===== src/rtl/l1_pkg.sv =====
// Shared definitions for the L1 refill controller: address field widths,
// the sequencer state encoding and address slicing helpers.
package l1_pkg;

  localparam int L1_TAG_W      = 23;
  localparam int L1_SET_W      = 4;
  localparam int L1_WORD_W     = 3;
  localparam int L1_LINE_WORDS = 8;

  // Refill sequencer states
  typedef enum logic [1:0] {
    IDLE  = 2'd0,
    ALLOC = 2'd1,
    FILL  = 2'd2,
    DONE  = 2'd3
  } l1_state_e;

  // Byte address layout: tag[31:9] | set[8:5] | word[4:2] | byte[1:0]
  function automatic logic [L1_TAG_W-1:0] addr_tag(input logic [31:0] addr);
    return addr[31:9];
  endfunction

  function automatic logic [L1_SET_W-1:0] addr_set(input logic [31:0] addr);
    return addr[8:5];
  endfunction

  // Rebuild a word-aligned byte address from its line fields
  function automatic logic [31:0] word_addr(input logic [L1_TAG_W-1:0]  tag,
                                            input logic [L1_SET_W-1:0]  set,
                                            input logic [L1_WORD_W-1:0] word);
    return {tag, set, word, 2'b00};
  endfunction

  // 32-bit counter increment that sticks at all-ones
  function automatic logic [31:0] sat_inc32(input logic [31:0] val);
    return (val == 32'hFFFF_FFFF) ? val : (val + 32'd1);
  endfunction

endpackage


===== src/rtl/l1_victim_sel.sv =====
// Victim selection for line allocation: the lowest-index invalid line wins;
// when every line is valid the round-robin pointer is used and advanced.
module l1_victim_sel
  import l1_pkg::*;
#(
  parameter int NUM_LINES = 8,
  localparam int IDX_W    = $clog2(NUM_LINES)
) (
  input  logic                 clk,
  input  logic                 reset,
  input  logic [NUM_LINES-1:0] valid_i,
  input  logic                 alloc_i,
  output logic [IDX_W-1:0]     victim_o
);

  logic [IDX_W-1:0] rr_q;
  logic [IDX_W-1:0] rr_d;
  logic             found_s;

  // Priority-encode the first invalid line, falling back to the pointer
  always_comb begin
    victim_o = rr_q;
    found_s  = 1'b0;
    for (int i = NUM_LINES - 1; i >= 0; i--) begin
      if (!valid_i[i]) begin
        victim_o = IDX_W'(i);
        found_s  = 1'b1;
      end
    end
  end

  // Pointer only moves when it actually supplied the victim
  always_comb begin
    if (alloc_i && !found_s) begin
      rr_d = rr_q + IDX_W'(1);
    end else begin
      rr_d = rr_q;
    end
  end

  // Round-robin pointer register
  always_ff @(posedge clk) begin
    if (reset) begin
      rr_q <= '0;
    end else begin
      rr_q <= rr_d;
    end
  end

endmodule


===== src/rtl/l1_refill_ctrl.sv =====
// Miss/refill sequencer for a fully-associative array of 8-word L1 lines.
// Owns per-line valid/tag/set state, detects read misses, allocates a victim
// and refills it word by word from the memory port.
// Optional build macro L1_REFILL_STATS_EN adds saturating hit/miss/fill-cycle
// counters as extra outputs.
module l1_refill_ctrl
  import l1_pkg::*;
#(
  parameter int NUM_LINES  = 8,
  parameter int LINE_WORDS = 8
) (
  input  logic                          clk,
  input  logic                          reset,
  input  logic                          cpu_rreq,
  input  logic                          cpu_wreq,
  input  logic [31:0]                   cpu_addr,
  output logic                          cpu_stall,
  input  logic [NUM_LINES-1:0]          hit_vec,
  input  logic                          inv_all,
  output logic [NUM_LINES-1:0]          line_valid,
  output logic [NUM_LINES*L1_TAG_W-1:0] line_tag,
  output logic [NUM_LINES*L1_SET_W-1:0] line_set,
  output logic                          fill_active,
  output logic                          fill_wreq,
  output logic [31:0]                   fill_addr,
  output logic [31:0]                   fill_wdata,
  output logic                          mem_req,
  output logic [31:0]                   mem_addr,
  input  logic                          mem_ack,
  input  logic [31:0]                   mem_rdata
`ifdef L1_REFILL_STATS_EN
  ,
  output logic [31:0]                   hit_cnt,
  output logic [31:0]                   miss_cnt,
  output logic [31:0]                   fill_cycles
`endif
);

  localparam int IDX_W = $clog2(NUM_LINES);

  l1_state_e                              state_q, state_d;
  logic [L1_TAG_W-1:0]                    miss_tag_q, miss_tag_d;
  logic [L1_SET_W-1:0]                    miss_set_q, miss_set_d;
  logic [IDX_W-1:0]                       victim_q, victim_d;
  logic [L1_WORD_W-1:0]                   wc_q, wc_d;
  logic [NUM_LINES-1:0]                   valid_q, valid_d;
  logic [NUM_LINES-1:0][L1_TAG_W-1:0]     tag_q, tag_d;
  logic [NUM_LINES-1:0][L1_SET_W-1:0]     set_q, set_d;

  logic                                   miss_s;
  logic                                   alloc_start_s;
  logic [IDX_W-1:0]                       sel_victim_s;
  logic                                   unused_s;

  // Writes are write-no-allocate and the word/byte offset never matters here
  assign unused_s      = ^{cpu_wreq, cpu_addr[4:0]};

  assign miss_s        = cpu_rreq & ~(|hit_vec);
  assign alloc_start_s = (state_q == IDLE) & miss_s & ~inv_all;

  l1_victim_sel #(
    .NUM_LINES (NUM_LINES)
  ) u_victim_sel (
    .clk      (clk),
    .reset    (reset),
    .valid_i  (valid_q),
    .alloc_i  (alloc_start_s),
    .victim_o (sel_victim_s)
  );

  // Sequencer state register
  always_ff @(posedge clk) begin
    if (reset) begin
      state_q <= IDLE;
    end else begin
      state_q <= state_d;
    end
  end

  // Next-state logic; a flush abandons any refill in progress
  always_comb begin
    state_d = state_q;
    case (state_q)
      IDLE: begin
        if (alloc_start_s) begin
          state_d = ALLOC;
        end else begin
          state_d = IDLE;
        end
      end
      ALLOC: begin
        if (inv_all) begin
          state_d = IDLE;
        end else begin
          state_d = FILL;
        end
      end
      FILL: begin
        if (inv_all) begin
          state_d = IDLE;
        end else if (mem_ack && (wc_q == 3'd7)) begin
          state_d = DONE;
        end else begin
          state_d = FILL;
        end
      end
      DONE: begin
        state_d = IDLE;
      end
      default: begin
        state_d = IDLE;
      end
    endcase
  end

  // Handshake outputs decoded from state; the word arriving with a flush is dropped
  always_comb begin
    cpu_stall   = 1'b0;
    fill_active = 1'b0;
    mem_req     = 1'b0;
    fill_wreq   = 1'b0;
    case (state_q)
      IDLE: begin
        cpu_stall = miss_s;
      end
      ALLOC: begin
        cpu_stall   = 1'b1;
        fill_active = 1'b1;
      end
      FILL: begin
        cpu_stall   = 1'b1;
        fill_active = 1'b1;
        mem_req     = 1'b1;
        fill_wreq   = mem_ack & ~inv_all;
      end
      DONE: begin
        cpu_stall   = 1'b1;
        fill_active = 1'b1;
      end
      default: begin
        cpu_stall = 1'b0;
      end
    endcase
  end

  assign mem_addr   = word_addr(miss_tag_q, miss_set_q, wc_q);
  assign fill_addr  = mem_addr;
  assign fill_wdata = mem_rdata;

  // Miss capture, victim latch and word counter
  always_comb begin
    miss_tag_d = miss_tag_q;
    miss_set_d = miss_set_q;
    victim_d   = victim_q;
    wc_d       = wc_q;
    if (alloc_start_s) begin
      miss_tag_d = addr_tag(cpu_addr);
      miss_set_d = addr_set(cpu_addr);
      victim_d   = sel_victim_s;
    end else if (state_q == ALLOC) begin
      wc_d = 3'd0;
    end else if ((state_q == FILL) && mem_ack && !inv_all) begin
      wc_d = wc_q + 3'd1;
    end else begin
      wc_d = wc_q;
    end
  end

  // Per-line valid/tag/set updates; a flush clears every valid bit
  always_comb begin
    valid_d = valid_q;
    tag_d   = tag_q;
    set_d   = set_q;
    if (inv_all) begin
      valid_d = '0;
    end else if (state_q == ALLOC) begin
      valid_d[victim_q] = 1'b0;
      tag_d[victim_q]   = miss_tag_q;
      set_d[victim_q]   = miss_set_q;
    end else if (state_q == DONE) begin
      valid_d[victim_q] = 1'b1;
    end else begin
      valid_d = valid_q;
    end
  end

  // Datapath registers
  always_ff @(posedge clk) begin
    if (reset) begin
      miss_tag_q <= '0;
      miss_set_q <= '0;
      victim_q   <= '0;
      wc_q       <= '0;
      valid_q    <= '0;
      tag_q      <= '0;
      set_q      <= '0;
    end else begin
      miss_tag_q <= miss_tag_d;
      miss_set_q <= miss_set_d;
      victim_q   <= victim_d;
      wc_q       <= wc_d;
      valid_q    <= valid_d;
      tag_q      <= tag_d;
      set_q      <= set_d;
    end
  end

  assign line_valid = valid_q;
  assign line_tag   = tag_q;
  assign line_set   = set_q;

`ifdef L1_REFILL_STATS_EN
  logic [31:0] hit_cnt_q, hit_cnt_d;
  logic [31:0] miss_cnt_q, miss_cnt_d;
  logic [31:0] fill_cyc_q, fill_cyc_d;

  // Saturating event counters; a flush leaves them untouched
  always_comb begin
    hit_cnt_d  = hit_cnt_q;
    miss_cnt_d = miss_cnt_q;
    fill_cyc_d = fill_cyc_q;
    if (cpu_rreq && (|hit_vec)) begin
      hit_cnt_d = sat_inc32(hit_cnt_q);
    end else begin
      hit_cnt_d = hit_cnt_q;
    end
    if (alloc_start_s) begin
      miss_cnt_d = sat_inc32(miss_cnt_q);
    end else begin
      miss_cnt_d = miss_cnt_q;
    end
    if (mem_req) begin
      fill_cyc_d = sat_inc32(fill_cyc_q);
    end else begin
      fill_cyc_d = fill_cyc_q;
    end
  end

  // Counter registers
  always_ff @(posedge clk) begin
    if (reset) begin
      hit_cnt_q  <= 32'd0;
      miss_cnt_q <= 32'd0;
      fill_cyc_q <= 32'd0;
    end else begin
      hit_cnt_q  <= hit_cnt_d;
      miss_cnt_q <= miss_cnt_d;
      fill_cyc_q <= fill_cyc_d;
    end
  end

  assign hit_cnt     = hit_cnt_q;
  assign miss_cnt    = miss_cnt_q;
  assign fill_cycles = fill_cyc_q;
`endif

endmodule


===== config.mk =====
export PLATFORM = sky130hd
export DESIGN_NAME = l1_refill_ctrl
export DESIGN_NICKNAME = d
export VERILOG_FILES = /design/src/rtl/l1_pkg.sv /design/src/rtl/l1_victim_sel.sv /design/src/rtl/l1_refill_ctrl.sv
export SDC_FILE = /design/constraint.sdc
export NUM_CORES = 1
export LEC_CHECK = 0
export ABC_AREA = 1
export BUFFER_PORTS_ARGS = -buffer_cell sky130_fd_sc_hd__buf_2
export CORE_AREA = 2 2 156 158
export DETAILED_ROUTE_END_ITERATION = 7
export DIE_AREA = 0 0 158 160
export GPL_ROUTABILITY_DRIVEN = 0
export PLACE_DENSITY = 0.79
export SYNTH_ARGS = -nofsm -noshare
export SYNTH_HDL_FRONTEND = slang
export SYNTH_SLANG_ARGS = --single-unit

===== constraint.sdc =====
create_clock -name clk -period 1.8 [get_ports clk]
set_input_delay 0.09 -clock clk [delete_from_list [all_inputs] [get_ports clk]]
set_output_delay 0.09 -clock clk [all_outputs]
set_load 0.02 [all_outputs]

# ---- Word level (Yosys, flattened, before mapping)
# Index checks and enable logic that the tools add are counted.
dict set report word_totals {
  output_inout_bits 324
  reg_bits 262
}
dict set report classes {
  eq_ne 4
  n_addsub 2
  n_mux 37
  magnitude_cmp 2
  n_bitwise 10
  reduce_logical 15
}
# op n
set op_table {}
lappend op_table {{bitwise mux 184 bit} 1}
lappend op_table {{demux 23 bit (select 3 bit)} 1}
lappend op_table {{bitwise mux 32 bit} 1}
lappend op_table {{2-to-1 mux 3 bit} 10}
lappend op_table {{2-to-1 mux 23 bit} 1}
lappend op_table {{2-to-1 mux 8 bit} 2}
lappend op_table {{2-to-1 mux 1 bit} 14}
lappend op_table {{demux 4 bit (select 3 bit)} 1}
lappend op_table {{AND 8 bit} 1}
lappend op_table {{NOT 8 bit} 1}
lappend op_table {{OR 8 bit} 1}
lappend op_table {{case mux 2 bit (4 select lines)} 1}
lappend op_table {{OR reduction 8 bit} 1}
lappend op_table {{adder 3 x 1 -> 3 bit, second input constant} 2}
lappend op_table {{logical AND 1 bit} 5}
lappend op_table {{AND 1 bit} 4}
lappend op_table {{equality test 2 bit, second input constant} 2}
lappend op_table {{< comparator 3 x 4 -> 1 bit, second input constant} 1}
lappend op_table {{2-to-1 mux 2 bit} 2}
lappend op_table {{2-to-1 mux 4 bit} 1}
lappend op_table {{AND reduction 2 bit} 2}
lappend op_table {{nonzero test 2 bit} 2}
lappend op_table {{demux 1 bit (select 3 bit)} 1}
lappend op_table {{equality test 3 bit, second input constant} 1}
lappend op_table {{8 further kinds} 11}

# ---- Depth between registers and ports, before layout
dict set report logic_depth {
  ltp_word 10
  mapped_depth 10
  ltp_nobuf 10
}

# ---- Hierarchy
# A second synthesis with hierarchy kept.
dict set report unflattened {
  cells_unflattened 1442
  hier_area_um2 10971.8
}
# mod seq_area_each_um2 n_inst cells_each area_per_inst_um2
set modules_own_cells {}
lappend modules_own_cells {l1_refill_ctrl 5185.0 1 1402 10706.5}
lappend modules_own_cells {l1_victim_sel 60.1 1 40 265.3}

# ---- Least setup slack after synthesis
# OpenSTA, ideal clock, no wires.
dict set report synth_path {
  kind {register to register}
  from {register state_q[1]}
  to {register wc_q[0]}
  required_time_ns 1.684
  stages_incl_launch_ff 7
  slack_ns 0.152
  synth_period_minus_slack_ns 1.648
  t_arrival_ns 1.531
  path_cell_list {dfxtp_1 > inv_1 > nor2_1 > inv_1 > nor2_2 > o21ai_0 > o211a_1}
}
dict set report synth_between {
  elab_chain_cells 5
  word_cells_on_any_way 11
  cone_classes {eq/ne (2); mux (1); bitwise (3); reduce/logical (5)}
}
# element line_no
set synth_rtl {}
lappend synth_rtl {{start: declaration} l1_refill_ctrl.sv:41} ;# l1_state_e state_q, state_d;
lappend synth_rtl {{start signal: assignment} l1_refill_ctrl.sv:76} ;# state_q <= state_d;
lappend synth_rtl {{equality test 2 bit / logical NOT 2 bit (equally long branches)} {l1_refill_ctrl.sv:162, l1_refill_ctrl.sv:59}}
lappend synth_rtl {{logical AND 1 bit / AND 1 bit (equally long branches) (2 in series)} {l1_refill_ctrl.sv:162, l1_refill_ctrl.sv:59}}
lappend synth_rtl {{nonzero test 2 bit (no line) / NOT 1 bit (equally long branches)} --}
lappend synth_rtl {{AND reduction 2 bit (no line)} --}
lappend synth_rtl {{end signal: assignment} l1_refill_ctrl.sv:201} ;# wc_q <= wc_d;
lappend synth_rtl {{end: declaration} l1_refill_ctrl.sv:45} ;# logic [L1_WORD_W-1:0] wc_q, wc_d;
# Parallel ways exist; a longest one is shown, timed or not.
# A chain may end at the register's enable or synchronous reset.

# ---- Worst setup path after layout
dict set report layout_path {
  from {register state_q[1]}
  to {register wc_q[1]}
}
# The elaborated chain is that of the path after synthesis.

==> metrics.md <==
| Metric | Value |
|---|---|
| GRT busiest layer | met2 |
| Slew headroom | 0.549 |
| Post-route cell area | 12600 sq um |
| Mapped Avg Cell Area | 7.84 sq um |
| Gr ovfl total | 0 |
| Clock transition at path regs | 0.06 ns |
| Sequential element share of the synthesized area | 0.532 |
| Crit path required time | 2.21 ns |
| Area grow syn2layout | 27.6% |
| Gr usage total | 0.239 |
| Hold Crit Start | inv_all |
| CORE AREA | 23800 sq um |
| DP HPWL | 21200 microns |
| Mux share of post-synthesis cell area | 0 |
| Yosys cell types | 31 |
| Startpoint Class | flop |
| FF+latch count, synth | 262 |
| FF-to-FF End | wc_q[1] |
| DIE AREA | 25300 sq um |
| Final setup fails | 0 |
| Hold Path Depth | 6 |
| Clk sinks | 262 |
| R2R Setup Slk | 0.11 ns |
| Util after Layout | 0.528 |
| Setup CP Type | flop to flop |
| VDD IR max | 0.000672 V |
| Adder-cell share of the synthesized area | 0.00381 |
| Design Power | 11700 uW |
| Post-DRT Antenna Nets | 0 |
| Largest family of logic cells by synthesized area | simple AND/OR/NAND/NOR gates |
| Initial drt markers | 813 |
| Total number of vias | 9507 |
| Buffers on Ports | 327 |
| CTS tree | built |
| Drt drc | 0 |
| Placed Area | 11400 sq um |
| Root Driver | clkbuf_16 |
| Pwr Density | 927 nW/um^2 |
| Antenna diodes | 0 |
| R2r worst-path depth | 8 |
| Largest net degree at the start of global routing | 120 |
| Drt pass-1 iters | 6 |
| Post-Synth XOR/XNOR Area | 0 |
| Routed WL | 32100 microns |
| Die Width | 158 microns |
| Syn Std Cell Area | 9860 sq um |
| Fin crit share | 0.940 |
| Final Hold Fails | 0 |
| RSZ-0062 raised after global routing | yes |
| CTS Buffer Depth | 3 |
| Grt met3 use | 0.0518 |
| Hold crit path type | input pin to flop |
| Met1 usage | 0.287 |
| Max-Cap Viols | 0 |
| Crit end category | flop |
| H-tree levels | 1 |
| Crit path time final | 1.69 ns |
| Vias per cell | 5.04 |
| Reg-to-reg startpoint | state_q[1] |
| Initial antenna violation count | 0 |
| First-pass GRT wire length | 47300 microns |
| CP Max Fanout | 7 |
| Vias in the first global route | 8659 |
| Worst setup margin | 0.107 ns |
| Row count | 57 |
| Cells after Synth | 1257 |
| Worst EP arrival | 2.11 ns |
| Worst hold endpoint | state_q[0] |
| Most frequent cells in the layout | nor2_1 (505), buf_2 (327), dfxtp_1 (259) |
| DP Worst Slack | 0.0441 ns |
| Clock Skew | 0.0124 ns |
| Insertion delay to the later sink of the worst-skew pair | 0.52 ns |
| Initial Utilization | 0.414 |
| Commonest non-fill, non-tap cell in the layout | nor2_1 |
| Wire length per cell | 17.0 microns |
| I/O Pins | 402 |
| Die Ht | 160 microns |
| Hold_ws | 0.170 ns |
| Post-synthesis compound-gate area fraction | 0.138 |
| Run status | complete, no violations |
| Slew @ Worst Pin | 0.676 ns |
| Fin. max-slew vios | 0 |
| Layout fillers | 2262 |
| M2 GR Usage | 0.410 |
| YS warnings | 0 |
| Layout Nets | 1624 |
| Cts bufs inserted | 27 |
| Share of cells above drive strength 1 | 0.276 |
| Post-Synth Simple-Gate Area | 0.228 |
| Leakage | 0.00607 uW |
| Max Fclk | 0.591 GHz |
-- layout make-up --
type | instances | area, sq um | share of cell area
Sequential cell | 262 | 5250 | 0.417
Multi-Input combinational cell | 840 | 3670 | 0.292
Timing Repair Buffer | 386 | 2250 | 0.179
Clock buffer | 41 | 788 | 0.0627
Tap cell | 324 | 405 | 0.0322
Inverter | 26 | 110 | 0.00875
Clock inverter | 8 | 95.1 | 0.00756
-- where the power goes --
| group | switching, uW | internal [uW] |
|---|---|---|
| Combinational | 173 | 130 |
| Sequential | 3.34 | 5800 |
| Clock | 2260 | 3290 |
| Total | 2440 | 9220 |
-- flip-flops by register name (all words and copies together) (netlist names), named ones only --
signal	count
miss_set_q	4
state_q	2
victim_q	3
line_tag	184
u_victim_sel.rr_q	3
miss_tag_q	23
wc_q	3
line_set	32
-- worst max-delay path by stage --
| stage | end | cells past startpoint | slack (ns) | from |
|---|---|---|---|---|
| after floorplan | wc_q[0] | 6 | 0.15 | state_q[1] |
| after global placement | line_tag[69] | 6 | 0.1 | victim_q[0] |
| after detailed placement | line_tag[180] | 7 | 0.04 | state_q[1] |
| after CTS | wc_q[1] | 8 | 0.03 | state_q[1] |
| after global routing | line_set[18] | 9 | -0.02 | victim_q[1] |
| final | wc_q[1] | 8 | 0.11 | state_q[1] |
-- cell usage after synthesis, drive strengths merged --
master  count  share of area
a311oi      5         0.0044
clkbuf     44          0.017
nor3b       1        0.00076
inv        20         0.0076
a31oi       2         0.0013
nand2      40          0.020
conb        1        0.00038
o21ai     248           0.13
o211a       1         0.0010
clkinv      6         0.0029
buf        88          0.069
ha          3         0.0038
dfxtp     262           0.53
nand3       6         0.0030
a21oi      11         0.0056
nor3        6         0.0057
nor2      510           0.20
nand4       3         0.0019
-- what timing repair did --
| item | 4_1_cts | 5_1_grt |
|---|---|---|
| setup buffers | 0 | 0 |
| gates resized for setup | 3 | 6 |
| hold buffers | 30 | 0 |
| hold endpoints to repair | 30 | 0 |
| setup endpoints to repair | 1 | 84 |
-- critical path, cell delays in order, from the launching register on --
cell	delay (ns)
dfxtp_4	0.39
inv_2	0.10
nor2_2	0.11
inv_1	0.09
nor2_4	0.15
nor2_1	0.07
nand2_1	0.07
a21oi_1	0.05
dlygate4sd3_1	0.54
-- metal layers --
metal	vias up	share of wire
li1	4540	-
met1	4374	0.39
met2	490	0.48
met3	103	0.093
met4	0	0.040
met5	-	0
-- cells by family after synthesis --
group | after synthesis
AND/OR/NAND/NOR | 566
AO/OA/AOI/OAI | 267
flip-flops | 262
buffers and inverters | 158
adder cells (fa/ha/maj) | 3
other | 1
-- stage by stage --
step,std cells,TNS [ns]
6_report,1887,0
3_5_place_dp,1808,0
5_1_grt,1887,-0.0879
2_1_floorplan,1260,0
3_3_place_gp,1808,0
4_1_cts,1887,0
(Power assumes the default switching activity.)
